**src/rtl/chess_pkg.sv**
```systemverilog
// Shared definitions for the timed chess game: side encoding, scheduler states,
// and the piece codes exchanged with the layout matrix.
package chess_pkg;

  localparam logic WHITE_PLAYER = 1'b1;
  localparam logic BLACK_PLAYER = 1'b0;

  typedef enum logic [2:0] {
    ST_IDLE   = 3'd0,
    ST_RUN    = 3'd1,
    ST_PAUSE  = 3'd2,
    ST_SWITCH = 3'd3,
    ST_OVER   = 3'd4
  } game_state_e;

  typedef enum logic [2:0] {
    PC_EMPTY  = 3'd0,
    PC_PAWN   = 3'd1,
    PC_KNIGHT = 3'd2,
    PC_BISHOP = 3'd3,
    PC_ROOK   = 3'd4,
    PC_QUEEN  = 3'd5,
    PC_KING   = 3'd6
  } piece_e;

  function automatic logic other_player(input logic p);
    return (p == WHITE_PLAYER) ? BLACK_PLAYER : WHITE_PLAYER;
  endfunction

endpackage

```
**src/rtl/chess_player_clock.sv**
```systemverilog
// One player's remaining-seconds counter: load, decrement that stops at zero,
// and a saturating add used for the per-move time bonus.
module chess_player_clock #(
  parameter int TIME_WIDTH    = 12,
  parameter int RESET_SECONDS = 300
) (
  input  logic                  OutClock,
  input  logic                  resetApp,
  input  logic                  load,
  input  logic [TIME_WIDTH-1:0] load_val,
  input  logic                  dec,
  input  logic                  add_en,
  input  logic [TIME_WIDTH-1:0] add_val,
  output logic [TIME_WIDTH-1:0] secs,
  output logic                  zero
);

  logic [TIME_WIDTH-1:0] secs_q, secs_d;
  logic [TIME_WIDTH-1:0] dec_val;
  logic [TIME_WIDTH:0]   sum;

  // Decrement is applied before the bonus so a move on a wrap cycle is charged first.
  always_comb begin
    dec_val = (dec && (secs_q != '0)) ? secs_q - TIME_WIDTH'(1) : secs_q;
    sum     = {1'b0, dec_val} + {1'b0, add_val};
    secs_d  = dec_val;
    if (add_en) secs_d = sum[TIME_WIDTH] ? '1 : sum[TIME_WIDTH-1:0];
    if (load)   secs_d = load_val;
  end

  always_ff @(posedge OutClock or posedge resetApp) begin
    if (resetApp) secs_q <= TIME_WIDTH'(RESET_SECONDS);
    else          secs_q <= secs_d;
  end

  assign secs = secs_q;
  assign zero = (secs_q == '0);

endmodule

```
**src/rtl/chess_turn_scheduler.sv**
```systemverilog
// Turn/time controller: whose move, two countdown clocks, and the layout lock gate.
// Optional per-move time bonus enabled by defining CHESS_INCREMENT_EN.
//
//   state  | meaning
//   IDLE   | waiting for StartGame rising edge, clocks held at start value
//   RUN    | side to move is on the clock, layout may commit
//   PAUSE  | everything frozen while PauseSwitch is high
//   SWITCH | one-cycle lockout after a move, Player already toggled
//   OVER   | game ended (capture or flag fall), sticky until reset
module chess_turn_scheduler
  import chess_pkg::*;
#(
  parameter int TICKS_PER_SEC  = 10,
  parameter int START_SECONDS  = 300,
  parameter int TIME_WIDTH     = 12,
  parameter int INCREMENT_SECS = 2
) (
  input  logic                  OutClock,
  input  logic                  resetApp,
  input  logic                  StartGame,
  input  logic                  PauseSwitch,
  input  logic                  MoveDone,
  input  logic                  KingCaptured,
  output logic                  Player,
  output logic                  LockEnable,
  output logic [TIME_WIDTH-1:0] WhiteSeconds,
  output logic [TIME_WIDTH-1:0] BlackSeconds,
  output logic [2:0]            GameState,
  output logic                  Winner,
  output logic                  Timeout
);

  localparam int TICK_W = (TICKS_PER_SEC > 1) ? $clog2(TICKS_PER_SEC) : 1;

`ifdef CHESS_INCREMENT_EN
  localparam logic INC_ON = 1'b1;
`else
  localparam logic INC_ON = 1'b0;
`endif

  game_state_e       state_q, state_d;
  logic              player_q, player_d;
  logic              lock_q, lock_d;
  logic              winner_q, winner_d;
  logic              timeout_q, timeout_d;
  logic              start_q, start_d;
  logic [TICK_W-1:0] tick_q, tick_d;

  logic wrap, act_zero, move_sw;
  logic load_clk, w_dec, b_dec, w_add, b_add;
  logic w_zero, b_zero;

  assign wrap     = (tick_q == TICK_W'(TICKS_PER_SEC - 1));
  assign act_zero = (player_q == WHITE_PLAYER) ? w_zero : b_zero;

  always_comb begin
    state_d   = state_q;
    player_d  = player_q;
    lock_d    = lock_q;
    winner_d  = winner_q;
    timeout_d = timeout_q;
    tick_d    = tick_q;
    start_d   = StartGame;
    load_clk  = 1'b0;
    move_sw   = 1'b0;
    w_dec     = 1'b0;
    b_dec     = 1'b0;

    case (state_q)
      ST_IDLE: begin
        load_clk = 1'b1;
        if (StartGame && !start_q) begin
          state_d = ST_RUN;
          lock_d  = 1'b1;
        end
      end
      ST_RUN: begin
        // Priority: king capture, then flag fall, then move, then pause.
        if (MoveDone && KingCaptured) begin
          state_d   = ST_OVER;
          winner_d  = player_q;
          timeout_d = 1'b0;
          lock_d    = 1'b0;
        end else if (wrap && act_zero) begin
          state_d   = ST_OVER;
          winner_d  = other_player(player_q);
          timeout_d = 1'b1;
          lock_d    = 1'b0;
        end else if (MoveDone) begin
          state_d  = ST_SWITCH;
          lock_d   = 1'b0;
          player_d = other_player(player_q);
          tick_d   = '0;
          move_sw  = 1'b1;
          w_dec    = wrap && (player_q == WHITE_PLAYER);
          b_dec    = wrap && (player_q == BLACK_PLAYER);
        end else if (PauseSwitch) begin
          state_d = ST_PAUSE;
          lock_d  = 1'b0;
        end else begin
          tick_d = wrap ? '0 : tick_q + TICK_W'(1);
          w_dec  = wrap && (player_q == WHITE_PLAYER);
          b_dec  = wrap && (player_q == BLACK_PLAYER);
        end
      end
      ST_PAUSE: begin
        if (!PauseSwitch) begin
          state_d = ST_RUN;
          lock_d  = 1'b1;
        end
      end
      ST_SWITCH: begin
        state_d = ST_RUN;
        lock_d  = 1'b1;
      end
      ST_OVER: begin
      end
      default: begin
        state_d = ST_IDLE;
        lock_d  = 1'b0;
      end
    endcase
  end

  assign w_add = INC_ON && move_sw && (player_q == WHITE_PLAYER);
  assign b_add = INC_ON && move_sw && (player_q == BLACK_PLAYER);

  always_ff @(posedge OutClock or posedge resetApp) begin
    if (resetApp) begin
      state_q   <= ST_IDLE;
      player_q  <= WHITE_PLAYER;
      lock_q    <= 1'b0;
      winner_q  <= 1'b0;
      timeout_q <= 1'b0;
      start_q   <= 1'b0;
      tick_q    <= '0;
    end else begin
      state_q   <= state_d;
      player_q  <= player_d;
      lock_q    <= lock_d;
      winner_q  <= winner_d;
      timeout_q <= timeout_d;
      start_q   <= start_d;
      tick_q    <= tick_d;
    end
  end

  chess_player_clock #(
    .TIME_WIDTH    (TIME_WIDTH),
    .RESET_SECONDS (START_SECONDS)
  ) u_white_clock (
    .OutClock (OutClock),
    .resetApp (resetApp),
    .load     (load_clk),
    .load_val (TIME_WIDTH'(START_SECONDS)),
    .dec      (w_dec),
    .add_en   (w_add),
    .add_val  (TIME_WIDTH'(INCREMENT_SECS)),
    .secs     (WhiteSeconds),
    .zero     (w_zero)
  );

  chess_player_clock #(
    .TIME_WIDTH    (TIME_WIDTH),
    .RESET_SECONDS (START_SECONDS)
  ) u_black_clock (
    .OutClock (OutClock),
    .resetApp (resetApp),
    .load     (load_clk),
    .load_val (TIME_WIDTH'(START_SECONDS)),
    .dec      (b_dec),
    .add_en   (b_add),
    .add_val  (TIME_WIDTH'(INCREMENT_SECS)),
    .secs     (BlackSeconds),
    .zero     (b_zero)
  );

  assign GameState  = state_q;
  assign Player     = player_q;
  assign LockEnable = lock_q;
  assign Winner     = winner_q;
  assign Timeout    = timeout_q;

endmodule
```
**config.mk**
```make
export PLATFORM = sky130hd
export DESIGN_NAME = chess_turn_scheduler
export DESIGN_NICKNAME = d
export VERILOG_FILES = /design/src/rtl/chess_pkg.sv /design/src/rtl/chess_player_clock.sv /design/src/rtl/chess_turn_scheduler.sv
export SDC_FILE = /design/constraint.sdc
export NUM_CORES = 1
export LEC_CHECK = 0
export ABC_AREA = 1
export BUFFER_PORTS_ARGS = -buffer_cell sky130_fd_sc_hd__buf_2
export CORE_ASPECT_RATIO = 1.4
export CORE_UTILIZATION = 45
export CTS_CLUSTER_DIAMETER = 50
export CTS_CLUSTER_SIZE = 10
export DETAILED_ROUTE_END_ITERATION = 12
export GPL_TIMING_DRIVEN = 0
export HOLD_SLACK_MARGIN = 0.02
export PLACE_DENSITY = 0.72
export SLEW_MARGIN = 20
export SYNTH_ARGS = -nofsm -noshare
export SYNTH_HDL_FRONTEND = slang
export SYNTH_HIERARCHICAL = 1
export SYNTH_SLANG_ARGS = --single-unit
```
**constraint.sdc**
```tcl
create_clock -name OutClock -period 3.99 [get_ports OutClock]
set_input_delay 0.798 -clock OutClock [delete_from_list [all_inputs] [get_ports OutClock]]
set_output_delay 0.798 -clock OutClock [all_outputs]
set_load 0.03 [all_outputs]
```
==> results of run 1 <==
[cells by family after synthesis]
group | after synthesis
fa+ha+maj | 34
buf+inv | 145
compound gates | 18
flops | 36
simple gates | 486
other cells | 2
xor+xnor | 26
[routing by layer]
| metal | up-vias | part of all wire (%) | GRT usage, % |
|---|---|---|---|
| met1 | 1953 | 41 | 24.8 |
| met4 | 0 | 2.6 | 6.46 |
| met2 | 59 | 54 | 43.1 |
| met3 | 18 | 2.0 | 2.77 |
| li1 | 2397 | - | - |
| met5 | - | 0 | 0 |
[path summary, 6_finish.rpt]
kind                            cells after the start                     end             startpoint  slack [ns]
worst min register to register                      2                 Timeout                Timeout        0.46
max in group asynchronous                           2                  Player               resetApp        3.06
worst min-delay path                                2                 Timeout                Timeout        0.46
worst max-delay path                               21  u_white_clock/secs[10]  u_white_clock/secs[0]        1.34
worst max register to register                     21  u_white_clock/secs[10]  u_white_clock/secs[0]        1.34
min in group asynchronous                           2   u_black_clock/secs[1]               resetApp        0.56
[worst max-delay path, cell delays in order, from the launching register on]
cell and delay [ns]:
dfrtp_1 0.43, inv_1 0.13, ha_1 0.22, inv_1 0.06
nor3_2 0.05, nand3_4 0.10, inv_1 0.05, nand2_1 0.07
nand2_2 0.07, nand2_4 0.07, nand2_4 0.08, nor2_8 0.14
nand2_4 0.09, nor2_1 0.25, nand2_4 0.11, inv_2 0.07
buf_6 0.13, nand2_1 0.06, nand2_1 0.09, nand2_1 0.06
nand3_1 0.12, nand2_1 0.07
[cell type report]
type                       count  area, sq um
buffer                        12         92.6
clock buffer                   5          125
clock inverter                 3         46.3
fill                        1025         4390
inverter                     133          499
multi-input combinational    618         3080
sequential                    36          912
tap                          110          138
timing repair buffer          36          180
[state kept, by name, summed over array words and instances (netlist names)]
signal              cells
GameState               3
LockEnable              1
tick_q                  4
Timeout                 1
u_black_clock/secs     12
u_white_clock/secs     12
start_q                 1
Player                  1
Winner                  1
[cells in the final DEF (no fill, tap or decap), types with 5 or more instances in the layout]
cell type / netlist / routed
dfstp_2: 9 / 9
clkbuf_16: 0 / 5
xor2_1: 16 / 16
nand4_1: 8 / 8
dfrtp_1: 27 / 27
xnor2_1: 10 / 10
nor2_1: 58 / 58
nand2_4: 5 / 5
buf_2: 2 / 38
inv_2: 6 / 6
conb_1: 2 / 54
inv_1: 127 / 127
nand2_1: 319 / 319
nand2_2: 6 / 6
nand3_1: 74 / 74
ha_1: 32 / 32
a21oi_1: 10 / 10
[metrics by stage]
step	area (sq um)	std cells	total power, mW	util (%)	setup slack (ns)
after floorplan	4580	799	1.83	-	1.58
after global routing	5070	953	2.94	53.6	1.17
after global placement	4900	945	2.17	51.8	1.37
after CTS	5070	953	2.65	53.6	1.36
after detailed placement	4900	945	2.19	51.8	1.37
final	5070	953	2.68	53.6	1.34
[power groups by stage]
stage	clock (mW)	sequential, mW	combinational, mW
finish	0.448	0.612	1.62
global route	0.476	0.627	1.83
CTS	0.460	0.613	1.57
detailed placement	0	0.619	1.57
global placement	0	0.621	1.55
floorplan	0	0.764	1.06
==> flow_metrics.tcl, run 1 <==
set metrics [dict create \
    clock_skew_ns 0.00680 \
    cap_violations 0 \
    grt.total_usage_pct 22.3 \
    grt_max_degree 14 \
    post_cts_resize_count 0 \
    p_comb_share_pct 60.4 \
    cts_sinks 36 \
    routed_wl_um 10600 \
    synth-xor-area-share_pct 5.19 \
    h-tree-depth 2 \
    clkTransAtPathRegs_ns 0.06 \
    drt-initial-drc-count 184 \
    p_int_mw 1.33 \
    rows 42 \
    grt_setup_unrepaired "false" \
    switching_share_pct 50.1 \
    boundaryPins 37 \
    synth_compound_area_share_pct 2.62 \
    hold_buffers 0 \
    synth.most_common_cell "nand2_1" \
    ys_seq_area_share_pct 20.8 \
    hold_viol 0 \
    die_x_um 85.4 \
    synth_area_leaders "nand2_1 (27%), dfrtp_1 (15%), inv_1 (11%), ha_1 (9.1%), nand3_1 (8.4%)" \
    clkLatencyLatePin_ns 0.28 \
    portBuffers 36 \
    ys_async_sr_fraction_pct 100 \
    routedWlPerCell_um 11.2 \
    cp.arrival_ns 2.81 \
    synthDistinctLibCells 33 \
    vias 4427 \
    synth-edff-count 0 \
    cp_max_fo 10 \
    synthMuxAreaShare_pct 0 \
    coreArea_sq_um 9460 \
    cp.required_ns 4.15 \
    final.min_clock_period_ns 2.65 \
    firstDrtPassIters 4 \
    yosys.area_share.simple_pct 47.7 \
    hp-class "register to register" \
    post-route-period-util_pct 66.4 \
    initial_utilization_pct 46.4 \
    synth_area_per_cell_sq_um 5.87 \
    synthDominantCellAreaShare_pct 27.3 \
    path_class "register to register" \
    avgViaCountPerCell 4.65 \
    antenna_left 0 \
    power.density_nw_per_um2 528 \
    tns_ns 0 \
    drive_gt1_share_pct 11.3 \
    max_freq_mhz 377 \
    synthToLayoutAreaGrowth_pct 15.6 \
    die-area_sq_um 10200 \
    grt_pass1_wl_um 18200 \
    switching_power_mw 1.34 \
    antennaDiodeCount 0 \
    overflow 0 \
    clockBufferDepth 2 \
    cts_setup_buffers 0 \
    drv_slew 0 \
    die_h_um 119 \
    setup_viol 0 \
    gp_congestion 0.917 \
    hpwlAfterDp_um 8940 \
    start_kind "register" \
    synthAdderAreaFrac_pct 10.0 \
    synth_cells 747 \
    cts_root_buf "clkbuf_16" \
    outcome "completed" \
    holdWs_ns 0.464 \
    grt_pass1_vias 4138 \
    ir_drop_mv 0.309 \
    synth_top_area_cell "nand2_1" \
    nNetsFinal 882 \
    grt_antenna_before_repair 0 \
    syn-cell-area_sq_um 4390 \
    synth-seq-cells 36 \
    seqPwrFrac_pct 22.9 \
    synth-main-ff-cell "dfrtp_1" \
    synth_top_family_by_area "simple AND/OR/NAND/NOR gates" \
    drc 0 \
    slew_headroom_pct 33.6 \
    worst_slew_pin_slew_ns 0.992 \
    endpoint_kind "register" \
    synthTopCellsByCount "nand2_1 (319), inv_1 (127), nand3_1 (74), nor2_1 (58), ha_1 (32)" \
    yosys_warnings 6 \
    p_leak_nw 2.88 \
    numCtsBuffers 5 \
    cts_tree "yes" \
    clkPwrFrac_pct 16.7 \
]
Power figures use the tool's default switching activity.
==> run 2: changes to the inputs <==
--- a/config.mk
+++ b/config.mk
@@ -14,7 +14,7 @@
 export DETAILED_ROUTE_END_ITERATION = 12
 export GPL_TIMING_DRIVEN = 0
 export HOLD_SLACK_MARGIN = 0.02
-export PLACE_DENSITY = 0.72
+export PLACE_DENSITY = 0.74
 export SLEW_MARGIN = 20
 export SYNTH_ARGS = -nofsm -noshare
 export SYNTH_HDL_FRONTEND = slang
==> constraint.sdc (replaced) <==
create_clock -name OutClock -period 2.4 [get_ports OutClock]
set_input_delay 0.48 -clock OutClock [delete_from_list [all_inputs] [get_ports OutClock]]
set_output_delay 0.48 -clock OutClock [all_outputs]
set_load 0.03 [all_outputs]
==> flow_metrics.tcl, run 2 (synthesis gave the netlist of run 1 again) <==
set metrics [dict create \
    drv_slew 0 \
    start_kind "register" \
    cp.required_ns 2.56 \
    firstDrtPassIters 6 \
    setup_viol 0 \
    hp-class "input pin to async pin" \
    r2r_start "u_black_clock/secs[3]" \
    cap_violations 0 \
    slew_headroom_pct 33.6 \
    cp_max_fo 5 \
    cts_sinks 36 \
    overflow 0 \
    outcome "completed" \
    finalPower_mw 4.61 \
    path_class "register to register" \
    cts_tree "yes" \
    grt.total_usage_pct 23.2 \
    rr_endpoint "u_white_clock/secs[10]" \
    tns_ns 0 \
    wl_met2_um 6030 \
    final_area_sq_um 5330 \
    die_x_um 85.4 \
    drt-initial-drc-count 267 \
    grt_setup_unrepaired "true" \
    nNetsFinal 904 \
    n_fill_cell 975 \
    m1WireLength_um 4600 \
    layout_common_cells "nand2_1 (313), inv_1 (119), nand3_1 (71), nor2_1 (57), conb_1 (54)" \
    initial_utilization_pct 46.4 \
    die_h_um 119 \
    rrSetupSlack_ns 0.08 \
    route.met3.wl_um 301 \
    clockBufferDepth 2 \
    h-tree-depth 2 \
    max_freq_mhz 430 \
    clkTransAtPathRegs_ns 0.06 \
    boundaryPins 37 \
    grt_pass1_wl_um 19000 \
    portBuffers 36 \
    vias 4612 \
    worst_slew_pin_slew_ns 0.993 \
    grt_pass1_vias 4281 \
    final.min_clock_period_ns 2.32 \
    layout_commonest_cell "nand2_1" \
    hpwlAfterDp_um 8870 \
    endpoint_kind "register" \
    rows 42 \
    synthToLayoutAreaGrowth_pct 21.4 \
    antennaDiodeCount 0 \
    cp.arrival_ns 2.48 \
    drc 0 \
    cts_root_buf "clkbuf_16" \
    top_layer "met4" \
    detailed_place.area_sq_um 4900 \
    routedWlPerCell_um 11.7 \
    post-route-period-util_pct 96.8 \
    p_leak_nw 3.00 \
    grt_max_degree 13 \
    numCtsBuffers 5 \
    clkLatencyLatePin_ns 0.28 \
    ir_drop_mv 0.683 \
    rr_worst_depth 20 \
    drive_gt1_share_pct 16.1 \
    grt_antenna_before_repair 0 \
    gp_congestion 0.942 \
    power.density_nw_per_um2 865 \
    coreArea_sq_um 9460 \
    avgViaCountPerCell 4.73 \
    die-area_sq_um 10200 \
    clock_skew_ns 0.00533 \
    antenna_left 0 \
    routed_wl_um 11400 \
    hold_viol 0 \
]
-- run 2: changes by cell type in the layout (fill, tap and decap cells not counted), sizes merged --
| cell | delta |
|---|---|
| clkbuf | +3 |
| buf | +21 |
| bufinv | -1 |
| inv | -1 |
-- run 2: critical path, cell delays in order, from the launching register on --
cell and delay [ns]:
dfstp_2 0.58, nor2_1 0.08, nand2_1 0.10, inv_2 0.06, nand3_4 0.10, inv_2 0.04
nand2_2 0.05, nand2_2 0.06, nand2_4 0.07, nand2_4 0.07, nor2_8 0.10, nand2_4 0.09
nor2_4 0.14, nand2_4 0.09, inv_4 0.08, buf_8 0.11, nand2_1 0.06, nand2_2 0.08
nand2_1 0.05, nand3_1 0.12, nand2_1 0.07
-- run 2: worst max-delay path by stage --
stage | to | start | slack, ns
2_1_floorplan | u_white_clock/secs[4] | u_white_clock/secs[1] | 0.05
3_3_place_gp | u_white_clock/secs[10] | u_white_clock/secs[1] | -0.19
3_5_place_dp | u_white_clock/secs[10] | u_white_clock/secs[1] | -0.21
4_1_cts | u_black_clock/secs[11] | u_white_clock/secs[0] | 0.003
5_1_grt | u_white_clock/secs[4] | u_white_clock/secs[0] | -0.04
6_report | u_white_clock/secs[10] | u_black_clock/secs[3] | 0.08
-- run 2: per-stage QoR --
step | util (%) | std cells | setup slack (ns) | hold slack (ns)
after floorplan | - | 799 | 0.0543 | 0.342
after global placement | 51.8 | 945 | -0.192 | 0.460
after detailed placement | 51.8 | 945 | -0.212 | 0.468
after CTS | 54.3 | 961 | 0.00288 | 0.249
after global routing | 56.3 | 975 | -0.0388 | 0.276
final | 56.3 | 975 | 0.0765 | 0.227
-- run 2: final cells by class --
type                       count  area (sq um)  share of cell area, %
buffer                        12          96.3                   1.81
clock buffer                   7           143                   2.68
clock inverter                 1          7.51                  0.141
inverter                     133           509                   9.56
multi-input combinational    618          3160                   59.2
sequential                    36           916                   17.2
tap                          110           138                   2.58
timing repair buffer          58           363                   6.81
-- run 2: timing repair --
item	4_1_cts	5_1_grt
buffers inserted	8	12
gates cloned	0	2
resized for setup	9	24
setup endpoints to repair	20	24
hold buffers	0	0
pin swaps	3	15
-- run 2: metal layers --
layer | vias up | track usage, %
li1 | 2446 | -
met1 | 2046 | 26.8
met2 | 90 | 42.5
met3 | 30 | 2.70
met4 | 0 | 10.1
met5 | - | 0
-- run 2: report_power, final --
group / total [mW] / leakage, nW / switching (mW) / internal, mW
sequential: 0.994 / 0.398 / 0.193 / 0.801
clock: 0.659 / 0.0701 / 0.246 / 0.413
combinational: 2.95 / 2.53 / 1.88 / 1.07
